<file path="src/rtl/axi_lite_master.sv">
`default_nettype none
// ============================================================================
// Module      : axi_lite_master
// Description : Single-outstanding AXI4-Lite master bridging a simple command/
//               response port onto AR/R/AW/W/B. Optional transaction counters
//               are enabled by defining AXI_MASTER_STATS_EN.
// Revision    : 1.0 - initial release
// ============================================================================
module axi_lite_master #(
    parameter int AWIDTH = 12,
    parameter int DWIDTH = 32,
    parameter int SWIDTH = DWIDTH / 8
) (
    input  logic              i_aClk,
    input  logic              i_aResetn,
    input  logic              i_cmdValid,
    output logic              o_cmdReady,
    input  logic              i_cmdWrite,
    input  logic [AWIDTH-1:0] i_cmdAddr,
    input  logic [DWIDTH-1:0] i_cmdData,
    input  logic [SWIDTH-1:0] i_cmdStrb,
    input  logic [2:0]        i_cmdProt,
    output logic              o_rspValid,
    input  logic              i_rspReady,
    output logic [DWIDTH-1:0] o_rspData,
    output logic [1:0]        o_rspResp,
    output logic              o_arValid,
    input  logic              i_arReady,
    output logic [AWIDTH-1:0] o_arAddr,
    output logic [2:0]        o_arProt,
    input  logic              i_rValid,
    output logic              o_rReady,
    input  logic [DWIDTH-1:0] i_rData,
    input  logic [1:0]        i_rResp,
    output logic              o_awValid,
    input  logic              i_awReady,
    output logic [AWIDTH-1:0] o_awAddr,
    output logic [2:0]        o_awProt,
    output logic              o_wValid,
    input  logic              i_wReady,
    output logic [DWIDTH-1:0] o_wData,
    output logic [SWIDTH-1:0] o_wStrb,
    input  logic              i_bValid,
    output logic              o_bReady,
    input  logic [1:0]        i_bResp,
    output logic [15:0]       o_wrCount,
    output logic [15:0]       o_rdCount
);

    typedef enum logic [2:0] {
        IDLE  = 3'd0,
        WRITE = 3'd1,
        WRESP = 3'd2,
        READ  = 3'd3,
        RDATA = 3'd4,
        RSP   = 3'd5
    } state_t;

    state_t              r_state, w_nextState;
    logic                r_cmdReady, r_awValid, r_wValid, r_bReady;
    logic                r_arValid, r_rReady, r_rspValid;
    logic                w_nextCmdReady, w_nextAwValid, w_nextWValid, w_nextBReady;
    logic                w_nextArValid, w_nextRReady, w_nextRspValid;
    logic [AWIDTH-1:0]   r_addr;
    logic [DWIDTH-1:0]   r_wData, r_rspData;
    logic [SWIDTH-1:0]   r_strb;
    logic [2:0]          r_prot;
    logic [1:0]          r_rspResp;
    logic                w_cmdAccept, w_bHs, w_rHs;

    assign w_cmdAccept = i_cmdValid && r_cmdReady;
    assign w_bHs       = (r_state == WRESP) && i_bValid && r_bReady;
    assign w_rHs       = (r_state == RDATA) && i_rValid && r_rReady;

    // Next-state and next-output logic; every output is a flop fed from here
    always_comb begin
        w_nextState    = r_state;
        w_nextCmdReady = r_cmdReady;
        w_nextAwValid  = r_awValid;
        w_nextWValid   = r_wValid;
        w_nextBReady   = r_bReady;
        w_nextArValid  = r_arValid;
        w_nextRReady   = r_rReady;
        w_nextRspValid = r_rspValid;
        case (r_state)
            IDLE: begin
                w_nextCmdReady = 1'b1;
                if (w_cmdAccept) begin
                    w_nextCmdReady = 1'b0;
                    if (i_cmdWrite) begin
                        w_nextState   = WRITE;
                        w_nextAwValid = 1'b1;
                        w_nextWValid  = 1'b1;
                    end else begin
                        w_nextState   = READ;
                        w_nextArValid = 1'b1;
                    end
                end
            end
            WRITE: begin
                if (r_awValid && i_awReady) w_nextAwValid = 1'b0;
                if (r_wValid && i_wReady)   w_nextWValid  = 1'b0;
                if (!w_nextAwValid && !w_nextWValid) begin
                    w_nextState  = WRESP;
                    w_nextBReady = 1'b1;
                end
            end
            WRESP: begin
                if (w_bHs) begin
                    w_nextState    = RSP;
                    w_nextBReady   = 1'b0;
                    w_nextRspValid = 1'b1;
                end
            end
            READ: begin
                if (r_arValid && i_arReady) begin
                    w_nextState   = RDATA;
                    w_nextArValid = 1'b0;
                    w_nextRReady  = 1'b1;
                end
            end
            RDATA: begin
                if (w_rHs) begin
                    w_nextState    = RSP;
                    w_nextRReady   = 1'b0;
                    w_nextRspValid = 1'b1;
                end
            end
            RSP: begin
                if (r_rspValid && i_rspReady) begin
                    w_nextState    = IDLE;
                    w_nextRspValid = 1'b0;
                    w_nextCmdReady = 1'b1;
                end
            end
            default: begin
                w_nextState    = IDLE;
                w_nextCmdReady = 1'b0;
                w_nextAwValid  = 1'b0;
                w_nextWValid   = 1'b0;
                w_nextBReady   = 1'b0;
                w_nextArValid  = 1'b0;
                w_nextRReady   = 1'b0;
                w_nextRspValid = 1'b0;
            end
        endcase
    end

    always_ff @(posedge i_aClk or negedge i_aResetn) begin
        if (!i_aResetn) begin
            r_state    <= IDLE;
            r_cmdReady <= 1'b0;
            r_awValid  <= 1'b0;
            r_wValid   <= 1'b0;
            r_bReady   <= 1'b0;
            r_arValid  <= 1'b0;
            r_rReady   <= 1'b0;
            r_rspValid <= 1'b0;
            r_addr     <= '0;
            r_wData    <= '0;
            r_strb     <= '0;
            r_prot     <= '0;
            r_rspData  <= '0;
            r_rspResp  <= '0;
        end else begin
            r_state    <= w_nextState;
            r_cmdReady <= w_nextCmdReady;
            r_awValid  <= w_nextAwValid;
            r_wValid   <= w_nextWValid;
            r_bReady   <= w_nextBReady;
            r_arValid  <= w_nextArValid;
            r_rReady   <= w_nextRReady;
            r_rspValid <= w_nextRspValid;
            if (w_cmdAccept) begin
                r_addr  <= i_cmdAddr;
                r_wData <= i_cmdData;
                r_strb  <= i_cmdStrb;
                r_prot  <= i_cmdProt;
            end
            // Response payload only changes on a slave handshake, so it holds through RSP
            if (w_bHs) begin
                r_rspData <= '0;
                r_rspResp <= i_bResp;
            end else if (w_rHs) begin
                r_rspData <= i_rData;
                r_rspResp <= i_rResp;
            end
        end
    end

`ifdef AXI_MASTER_STATS_EN
    logic [15:0] r_wrCount, r_rdCount;

    always_ff @(posedge i_aClk or negedge i_aResetn) begin
        if (!i_aResetn) begin
            r_wrCount <= '0;
            r_rdCount <= '0;
        end else begin
            if (w_bHs) r_wrCount <= r_wrCount + 16'd1;
            if (w_rHs) r_rdCount <= r_rdCount + 16'd1;
        end
    end

    assign o_wrCount = r_wrCount;
    assign o_rdCount = r_rdCount;
`else
    assign o_wrCount = 16'd0;
    assign o_rdCount = 16'd0;
`endif

    assign o_cmdReady = r_cmdReady;
    assign o_rspValid = r_rspValid;
    assign o_rspData  = r_rspData;
    assign o_rspResp  = r_rspResp;
    assign o_arValid  = r_arValid;
    assign o_arAddr   = r_addr;
    assign o_arProt   = r_prot;
    assign o_rReady   = r_rReady;
    assign o_awValid  = r_awValid;
    assign o_awAddr   = r_addr;
    assign o_awProt   = r_prot;
    assign o_wValid   = r_wValid;
    assign o_wData    = r_wData;
    assign o_wStrb    = r_strb;
    assign o_bReady   = r_bReady;

endmodule
`default_nettype wire

</file>
<file path="config.mk">
export PLATFORM = sky130hd
export DESIGN_NAME = axi_lite_master
export DESIGN_NICKNAME = d
export VERILOG_FILES = /design/src/rtl/axi_lite_master.sv
export SDC_FILE = /design/constraint.sdc
export NUM_CORES = 1
export LEC_CHECK = 0
export CELL_PAD_IN_SITES_DETAIL_PLACEMENT = 0
export CELL_PAD_IN_SITES_GLOBAL_PLACEMENT = 2
export CORE_ASPECT_RATIO = 0.75
export CORE_UTILIZATION = 39
export DETAILED_ROUTE_END_ITERATION = 10
export DONT_BUFFER_PORTS = 1
export PLACE_DENSITY_LB_ADDON = 0.1
export SLEW_MARGIN = 20
export SYNTH_ARGS = -nofsm -noshare
export SYNTH_HDL_FRONTEND = slang
export SYNTH_SLANG_ARGS = --single-unit
</file>
<file path="constraint.sdc">
create_clock -name i_aClk -period 2.09 [get_ports i_aClk]
set_input_delay 0.1045 -clock i_aClk [delete_from_list [all_inputs] [get_ports i_aClk]]
set_output_delay 0.1045 -clock i_aClk [all_outputs]
set_load 0.1 [all_outputs]
</file>
==> results by group <==
Layout
  – Area grow syn2layout: 43.1%
  – Share of layout cells above drive strength 1: 39.4%
  – Nets: 633
  – N_diodes: 0
  – Post-route core utilization: 58.5%

Route
  – Vias per inst: 4.69
  – Initial DRC Count: 121
  – # DRC: 0
  – WL/cell: 16.1 µm
  – Via count: 3,177
  – Routed Antenna Nets: 0
  – Routed Wire Length: 10,900 µm
  – 1st-pass router iterations: 4

Status
  – Violated checks: negative hold slack
  – Status: complete, but fails checks

Worst setup path
  – CP max stage delay: 0.47 ns
  – Setup crit end kind: flip-flop
  – R2R cell count: 6
  – WS Path Type: flip-flop to flip-flop
  – Largest delay contributor family on the critical path: simple AND/OR/NAND/NOR gates
  – Worst reg2reg setup slack: 0.39 ns
  – Crit-path cells: buf_4, nor3b_1, nand3_1, buf_4, nand2_1, a21oi_2
  – Startpoint types: flip-flop
  – Most common cell on crit path: buf_4
  – Arrival time of the worst setup path: 1.92 ns
  – Crit-path max FO: 34
  – WP buf/inv: 2
  – RR Endpoint: o_rspData[0]
  – Critical Path RT: 2.31 ns
  – Worst r2r src: r_state[2]
  – CP max-delay cell: dfrtp_1

STA
  – Unrepaired setup endpoints after global routing: false
  – Final period utilization: 81.6%
  – Hold Fails Final Rpt: 95
  – Final Critical Period: 1.70 ns
  – Max Transition Viols Final: 0
  – Hold_ws: -0.546 ns
  – Fin Setup TNS: 0 ns
  – Clk_skew: 0.00548 ns
  – Worst rel slew slack: 63.5%
  – Fmax: 587 MHz
  – Final setup fails: 0
  – Measured slew at the worst slew-check pin: 0.552 ns

Global route
  – Initial antenna violation count: 0
  – Largest net degree at the start of global routing: 96
  – Remaining global-route overflow: 0
  – Vias in the first global route: 3,310
  – First-pass GRT wire length: 16,600 µm
  – Tot GR Track Use: 19.3%

Floorplan
  – Die footprint: 11,400 µm²
  – Die height: 92.8 µm
  – Initial Utilization: 40.9%
  – Site Rows: 32
  – Die Wd: 123 µm
  – Placeable Area: 10,500 µm²
  – Io pins: 236

CTS
  – Worst-Skew Late Latency: 0.34 ns
  – TritonCTS clock tree: yes
  – CTS Buffer Depth: 2
  – Postcts setup bufs: 0
  – Hold_buf cts: 91
  – CTS Sinks: 95
  – Root Buffer: clkbuf_16
  – H-tree Lvls: 3
  – Resized Gates After CTS: 0
  – Total CTS buffers: 9
  – Clock transition at the registers of the reported paths: 0.07 ns

Yosys
  – Number of synthesized register bits: 95
  – EDFF count, synth: 0
  – Top cells by area, synth: dfrtp_1, mux2_2, buf_4, nand2_1, a21oi_2
  – Most area-hungry cell type in the Yosys netlist: dfrtp_1
  – Cells after Synth: 368
  – Yosys warns: 0
  – Synth cell count leaders: dfrtp_1, nand2_1, mux2_2
  – Sequential area share after synthesis: 55.4%
  – Avg Cell Area, Syn: 11.7 µm²
  – Fraction of registers with async set/reset: 100%
  – Synthesized area: 4290 µm²
  – Most frequent cell after synthesis: dfrtp_1
  – Post-synth top area share: 55.4%
  – Primary FF master, synth: dfrtp_1
  – Unique cell type count in the Yosys netlist: 33

Place
  – # port buffers: 0
  – Dpl hpwl: 6820 µm
  – Placer Congestion: 0.756

Min path
  – Hold Crit Class: input pin to asynchronous set/reset pin

Flow run
  – MaxCap Viol Count: 0
[flip-flops by register name (all words and copies together), names as in the netlist]
| register | count |
|---|---|
| o_awValid | 1 |
| o_rspResp | 2 |
| o_arAddr | 12 |
| o_bReady | 1 |
| o_arProt | 3 |
| o_wValid | 1 |
| o_rReady | 1 |
| o_wData | 32 |
| o_cmdReady | 1 |
| r_state | 3 |
| o_rspData | 32 |
| o_arValid | 1 |
| o_wStrb | 4 |
| o_rspValid | 1 |
[logic make-up after synthesis]
kind of cell,after synthesis,synth area share [%]
AO/OA/AOI/OAI,56,10.1
multiplexers,52,13.7
other,1,0.0875
flip-flops,95,55.4
AND/OR/NAND/NOR,96,9.78
buffers and inverters,68,11.0
[metrics by stage]
step	hold slack, ns	setup slack, ns	instances	instance area, µm²
3_3_place_gp	-0.188	0.454	570	4940
2_1_floorplan	-0.191	0.0191	399	4400
3_5_place_dp	-0.189	0.399	570	4940
6_report	-0.546	0.385	677	6140
4_1_cts	-0.566	0.384	677	6140
5_1_grt	-0.570	0.211	677	6140
[routing by layer]
metal	track usage (%)	part of all wire [%]
met1	22.5	40
met2	32.5	49
met3	6.77	8.9
met4	7.33	2.3
met5	0	0
[worst reg2reg max path: stages, from the launching register on]
cell,delay (ns)
dfrtp_1,0.47
buf_4,0.18
nor3b_1,0.32
nand3_1,0.13
buf_4,0.27
nand2_1,0.15
a21oi_2,0.06
[cells in the final DEF (no fill, tap or decap), types with 2 or more instances in the layout]
cell type and count:
a21oi_1 9, a21oi_2 27, a22oi_1 2, a32o_1 3, buf_12 4, buf_4 95
clkbuf_16 9, conb_1 32, dfrtp_1 80, dfrtp_2 15, dlygate4sd3_1 91, inv_1 4
inv_6 4, mux2_2 52, nand2_1 75, nand3_1 4, nand3b_1 2, nor2_1 3
nor2b_1 2, nor3_4 2, nor3b_1 3, o21ai_0 7
[worst max path at each step]
stage	start	to	cells after the start
final	r_state[2]	o_rspData[0]	6
after global routing	r_state[0]	r_state[1]	4
after CTS	r_state[0]	r_state[1]	4
after detailed placement	r_state[1]	r_state[1]	4
after global placement	r_state[2]	o_rspData[31]	6
after floorplan	o_cmdReady	r_state[1]	4
[layout make-up]
class                   count  area (µm²)
fillers                   897        4350
repair buffers            190        1700
flip-flops and latches     95        2400
well taps                 136         170
multi-input cells         236        1570
clock buffers               9         225
inverters                   4        15.0
clock inverters             7        60.1
Power is not shown: default switching activity piles up to over one toggle a cycle in this logic, so the estimate is an artifact.
